## src/rtl/freq_gate_counter.sv

```systemverilog
// ============================================================================
// freq_gate_counter
// ----------------------------------------------------------------------------
// Gated edge counter that closes the auto-ranging loop around the frequency
// meter's range prescaler. It counts rising edges of the prescaled signal over
// a fixed window of GATE_CYCLES clk cycles. It then publishes the count as BCD,
// tagged with the range in which the count was taken. It also steers the
// prescaler's range select.
//
// Parameters
//   GATE_CYCLES    clk cycles per gate window (>= 4)
//   DIGITS         BCD digits of the result; full scale = 10^DIGITS-1
//   SETTLE_CYCLES  dead cycles after a range change, edges ignored (>= 1)
//
// Ports
//   clk         in   system clock, rising edge
//   rst_n       in   asynchronous active-low reset
//   signal_in   in   prescaled signal, asynchronous to clk
//   range       out  to prescaler: 0 = pass-through, 1 = divide
//   result_bcd  out  last published count, digit 0 in bits [3:0]
//   result_rng  out  range in effect when result_bcd was gated
//   result_ovf  out  result saturated (all 9s) while on range 1
//   valid       out  1-cycle pulse: result_* updated this cycle
// ============================================================================
module freq_gate_counter #(
    parameter int GATE_CYCLES   = 1000000,
    parameter int DIGITS        = 4,
    parameter int SETTLE_CYCLES = 16
) (
    input  logic                  clk,
    input  logic                  rst_n,
    input  logic                  signal_in,
    output logic                  range,
    output logic [4*DIGITS-1:0]   result_bcd,
    output logic                  result_rng,
    output logic                  result_ovf,
    output logic                  valid
);

    localparam int TMAX = (GATE_CYCLES > SETTLE_CYCLES) ? GATE_CYCLES : SETTLE_CYCLES;
    localparam int TW   = $clog2(TMAX);

    localparam logic [TW-1:0] GATE_LAST   = TW'(GATE_CYCLES - 1);
    localparam logic [TW-1:0] SETTLE_LAST = TW'(SETTLE_CYCLES - 1);

    typedef enum logic [1:0] {
        ST_GATE   = 2'd0,
        ST_LATCH  = 2'd1,
        ST_SETTLE = 2'd2
    } state_t;

    state_t                state, state_next;
    logic [TW-1:0]         timer, timer_next;
    logic [4*DIGITS-1:0]   bcd_cnt, bcd_inc;
    logic                  ovf_flag;
    logic                  all_nines;
    logic                  msd_zero;
    logic                  range_next;
    logic                  count_en;
    logic                  clear_cnt;
    logic                  publish;
    logic                  pub_ovf;

    // The 2-FF synchroniser and the edge-detect stage.
    logic                  sync1, sync2, sync3;
    logic                  edge_q;

    // ------------------------------------------------------------------------
    // BCD +1 with ripple carry. A carry out of the top digit means that every
    // digit was 9. In that case the counter saturates instead of wrapping.
    // ------------------------------------------------------------------------
    always_comb begin
        logic carry;
        carry   = 1'b1;
        bcd_inc = bcd_cnt;
        for (int i = 0; i < DIGITS; i++) begin
            if (carry) begin
                if (bcd_cnt[4*i +: 4] == 4'd9) begin
                    bcd_inc[4*i +: 4] = 4'd0;
                end else begin
                    bcd_inc[4*i +: 4] = bcd_cnt[4*i +: 4] + 4'd1;
                    carry             = 1'b0;
                end
            end
        end
        all_nines = carry;
    end

    assign msd_zero = (bcd_cnt[4*DIGITS-1 -: 4] == 4'd0);

    // ------------------------------------------------------------------------
    // Next-state and control logic.
    // ------------------------------------------------------------------------
    always_comb begin
        // NOTE: every output of this block gets a default value first. A path
        // that leaves an output unassigned would infer a latch.
        state_next = state;
        timer_next = timer;
        range_next = range;
        count_en   = 1'b0;
        clear_cnt  = 1'b0;
        publish    = 1'b0;
        pub_ovf    = 1'b0;

        unique case (state)
            ST_GATE: begin
                count_en = edge_q;
                if (timer == GATE_LAST) begin
                    timer_next = '0;
                    state_next = ST_LATCH;
                end else begin
                    timer_next = timer + TW'(1);
                end
            end

            ST_LATCH: begin
                // Edges in this cycle are dropped because count_en stays low.
                clear_cnt  = 1'b1;
                timer_next = '0;
                if (ovf_flag && !range) begin
                    // Over full scale while in pass-through: switch to the
                    // divider and discard this window.
                    range_next = 1'b1;
                    state_next = ST_SETTLE;
                end else if (ovf_flag) begin
                    // Already dividing: report a saturated reading.
                    publish    = 1'b1;
                    pub_ovf    = 1'b1;
                    state_next = ST_GATE;
                end else if (range && msd_zero) begin
                    // The reading is too small for the divider. Publish it,
                    // then switch back to pass-through.
                    publish    = 1'b1;
                    range_next = 1'b0;
                    state_next = ST_SETTLE;
                end else begin
                    publish    = 1'b1;
                    state_next = ST_GATE;
                end
            end

            ST_SETTLE: begin
                if (timer == SETTLE_LAST) begin
                    timer_next = '0;
                    state_next = ST_GATE;
                end else begin
                    timer_next = timer + TW'(1);
                end
            end

            default: begin
                timer_next = '0;
                state_next = ST_GATE;
            end
        endcase
    end

    // ------------------------------------------------------------------------
    // Registers
    // ------------------------------------------------------------------------
    always_ff @(posedge clk or negedge rst_n) begin
        if (!rst_n) begin
            sync1      <= 1'b0;
            sync2      <= 1'b0;
            sync3      <= 1'b0;
            edge_q     <= 1'b0;
            state      <= ST_GATE;
            timer      <= '0;
            bcd_cnt    <= '0;
            ovf_flag   <= 1'b0;
            range      <= 1'b0;
            result_bcd <= '0;
            result_rng <= 1'b0;
            result_ovf <= 1'b0;
            valid      <= 1'b0;
        end else begin
            // NOTE: non-blocking assignments make every flop sample the
            // pre-edge value. This is what makes sync1->sync2->sync3 a real
            // shift chain.
            sync1  <= signal_in;
            sync2  <= sync1;
            sync3  <= sync2;
            edge_q <= sync2 & ~sync3;

            state  <= state_next;
            timer  <= timer_next;
            range  <= range_next;
            valid  <= publish;

            if (publish) begin
                result_bcd <= bcd_cnt;
                result_rng <= range;
                result_ovf <= pub_ovf;
            end

            if (clear_cnt) begin
                bcd_cnt  <= '0;
                ovf_flag <= 1'b0;
            end else if (count_en) begin
                if (all_nines) begin
                    ovf_flag <= 1'b1;
                end else begin
                    bcd_cnt <= bcd_inc;
                end
            end
        end
    end

endmodule

```

## config.mk

```make
export PLATFORM = sky130hd
export DESIGN_NAME = freq_gate_counter
export DESIGN_NICKNAME = d
export VERILOG_FILES = /design/src/rtl/freq_gate_counter.sv
export SDC_FILE = /design/constraint.sdc
export NUM_CORES = 1
export LEC_CHECK = 0
export ABC_AREA = 1
export CAP_MARGIN = 25
export CORE_AREA = 3 3 95 97
export DETAILED_ROUTE_END_ITERATION = 8
export DIE_AREA = 0 0 98 100
export GPL_TIMING_DRIVEN = 1
export SYNTH_ARGS = -nofsm -noshare
export SYNTH_HDL_FRONTEND = slang
export SYNTH_SLANG_ARGS = --single-unit
```

## constraint.sdc

```tcl
create_clock -name clk -period 4.3 [get_ports clk]
set_input_delay 0.645 -clock clk [delete_from_list [all_inputs] [get_ports clk]]
set_output_delay 0.645 -clock clk [all_outputs]
set_load 0.02 [all_outputs]
```

==> flow_summary_export.csv <==
group,metric,value,unit
critical_path,reg2reg_depth,7,
critical_path,cp_slowest_cell,"clkdlybuf4s50_1",
critical_path,worstPathArrival,1.39,ns
sta,worstMarginPinSlew,0.6311,ns
critical_path,cp-start-kind,"flop",
synth,synth_area,3242,um2
final_layout,final_nets,450,
synth,synthSimpleGateAreaFrac,32.00,%
sta,finalSetupTns,0,ns
global_routing,antenna_found_initial,0,
clocking,clkTransAtPathRegs,0.08,ns
pwr,p_sw_share,24.96,%
synth,synth_compound_area_share,4.631,%
final_layout,utilization,45.61,%
global_routing,grt_max_degree,37,
clocking,clockBufferDepth,2,
floorplan,dieArea,9800,um2
placed_design,dpl.hpwl,4633,um
sta,slew_headroom,57.93,%
pwr,power_switching,298.2,uW
floorplan,core,8217,um2
critical_path,end_kind,"primary output",
global_routing,grt_pass1_wl,11460,um
routing,route.vias.total,2539,
synth,synth_seq_cells,63,
synth,synth_fa_ha_area_share,3.860,%
synth,synth_edf_count,0,
synth,syn_inst,407,
critical_path,ff2ff_setup_slack,2.39,ns
clocking,cts_tree,"built",
floorplan,die_w,98,um
flow_run,drv_cap,0,
synth,synth_area_leaders,"dfrtp_1, nand2_1, nor2_1",
floorplan,start_util,39.45,%
synth,synthMuxAreaShare,0,%
synth,synth_xor_area_share,4.323,%
routing,drt-vias-per-instance,4.650,
pwr,irDropWorstVdd,0.0001733,V
routing,first_pass_iters,4,
pwr,power_density,318.8,nW/um2
final_layout,ff_latch_area,1577,um2
synth,synth-seq-area-share,48.63,%
floorplan,die_h,100,um
critical_path,r2r_start,"state[0]$_DFFE_PN0P_",
critical_path,crit_type,"flop to primary output",
pwr,power.share.sequential,53.2,%
final_layout,syn_to_final_growth,15.59,%
global_routing,grt_pass1_vias,2404,
run_status,outcome,"complete, no violations",
synth,postSynthNetCount,420,
critical_path,critical-path-max-stage-delay,0.65,ns
synth,synth.distinct_cells,27,
synth,synthFlopType,"dfrtp_1",
min_path,min_path_type,"input port to asynchronous set/reset pin",
final_layout,drive_gt1_share,8.390,%
clocking,clockRootBuffer,"clkbuf_8",
sta,rsz0062_at_grt,"false",
sta,max_freq,491.0,MHz
routing,wl_per_cell,11.73,um
critical_path,crit_buf_inv,1,
final_layout,n_antenna_cell,0,
synth,ys_warn_count,0,
synth,synth_top_family_by_area,"simple AND/OR/NAND/NOR gates",
routing,finalWirelength,6403,um
synth,yosys.area.top_type,"dfrtp_1",
sta,final-hold-violation-count,0,
synth,syn_avg_cell_area,7.965,um2
critical_path,required,3.65,ns
sta,setup_violations,0,
pwr,power_frac_clock,39.8,%
clocking,clock_sinks,63,
clocking,htreeDepth,3,
sta,finClkSkew,0.01435,ns
routing,post-route-drc-count,0,
floorplan,rows,33,
global_routing,track_usage,14.30,%
global_routing,overflow,0,
critical_path,cp_max_fo,4,
sta,finalCritPeriodShare,47.36,%
placed_design,gp_congestion,0.8855,
pwr,combPwrFrac,7.0,%
floorplan,io_pins,23,
sta,period_needed,2.037,ns
placed_design,io_buffers,22,
clocking,cts_made_buffers,9,
final_layout,fillers,808,
sta,drv_slew,0,
critical_path,r2r-end,"result_bcd[11]$_DFFE_PN0P_",
clocking,insertion_delay,0.33,ns
final_layout,multi_input_area,1453,um2
routing,ant_nets,0,
synth,yosysTopAreaCellShare,48.63,%
critical_path,path_cells,"clkdlybuf4s50_1",
pwr,p_leak,0.001826,uW
clocking,cts_hold_buf,0,
clocking,cts_setup_buffers,0,
pwr,p_int,896.3,uW
synth,async_reset_ff_share,100.0,%
routing,drt_iter0_markers,162,
clocking,cts_resized,0,
critical_path,cp_top_family,"buffers and inverters",
power groups by stage:
stage          combinational, uW  clock, uW  sequential [uW]
2_1_floorplan               59.9          0              641
4_1_cts                     86.3        491              635
5_1_grt                      107        519              638
3_5_place_dp                86.5          0              646
6_report                    83.7        475              635
3_3_place_gp                84.8          0              646
placed cells by master, fill, tap and decap left out, drive strengths merged:
| cell type | synthesis | layout |
|---|---|---|
| nor2 | 67 | 67 |
| clkinvlp | 0 | 1 |
| xnor2 | 6 | 6 |
| o21ai | 24 | 24 |
| ha | 10 | 10 |
| nand3 | 39 | 39 |
| a211oi | 1 | 1 |
| clkbuf | 0 | 12 |
| or2 | 1 | 1 |
| clkinv | 2 | 4 |
| nor3 | 7 | 7 |
| inv | 42 | 42 |
| nand4 | 5 | 5 |
| xor2 | 10 | 10 |
| buf | 5 | 3 |
| clkdlybuf4s50 | 0 | 21 |
| nand2 | 121 | 121 |
| dfrtp | 63 | 63 |
| and2 | 1 | 1 |
| a21oi | 3 | 3 |
registers in the layout, summed over array words and instances, names as in the netlist, 2 cells and up:
register / cells
state: 2
result_bcd: 16
bcd_cnt: 16
timer: 20
cell usage after synthesis (2+ instances only):
cell and instances:
dfrtp_1 63, a21oi_1 3, o21ai_2 2, xor2_1 10, nand4_1 5, buf_2 3
o21ai_0 22, nor2_1 60, inv_1 42, nor2_2 6, nand2_2 5, xnor2_1 6
nor3_1 6, nand2_1 116, ha_1 10, nand3_1 37
kinds of logic (layout without fill, tap and decap cells):
logic type               count (synthesis)  after routing
AND/OR/NAND/NOR                        241            241
flip-flops                              63             63
buffers and inverters                   49             83
AO/OA/AOI/OAI                           28             28
XOR/XNOR                                16             16
adder cells (fa/ha/maj)                 10             10
layer usage:
metal	GRT usage, %	vias to the layer above	wire [um]
li1	-	1331	-
met1	21.68	1162	3403
met2	20.05	40	2675
met3	2.780	6	249
met4	5.431	0	75
met5	0	-	0
cell type report:
type	instances	share of cell area [%]
clock inverters	3	0.4674
well taps	105	3.506
inverters	44	4.541
clock buffers	12	4.407
flip-flops and latches	63	42.07
repair buffers	24	6.244
multi-input cells	295	38.76
stage by stage:
stage / cell area [um2] / setup slack, ns / std cells / power, uW / hold slack, ns
after floorplan: 3242 / 2.871 / 407 / 701.1 / 0.3312
after global placement: 3553 / 2.360 / 530 / 731.2 / 0.3331
after detailed placement: 3553 / 2.249 / 530 / 732.7 / 0.3396
after CTS: 3736 / 2.231 / 545 / 1213 / 0.3483
after global routing: 3747 / 2.192 / 546 / 1265 / 0.3732
final: 3747 / 2.263 / 546 / 1195 / 0.3246
how the worst max path moves through the flow:
stage / endpoint / from / slack (ns) / cells after the start
after floorplan: bcd_cnt[8]$_DFFE_PN0P_ / bcd_cnt[1]$_DFFE_PN0P_ / 2.87 / 9
after global placement: result_bcd[8]$_DFFE_PN0P_ / state[0]$_DFFE_PN0P_ / 2.36 / 6
after detailed placement: result_bcd[8]$_DFFE_PN0P_ / state[0]$_DFFE_PN0P_ / 2.25 / 6
after CTS: result_bcd[11]$_DFFE_PN0P_ / state[0]$_DFFE_PN0P_ / 2.23 / 6
after global routing: result_bcd[7]$_DFFE_PN0P_ / state[0]$_DFFE_PN0P_ / 2.19 / 7
final: range / range$_DFFE_PN0P_ / 2.26 / 1
Note: power is estimated with default switching activity, not from simulation.
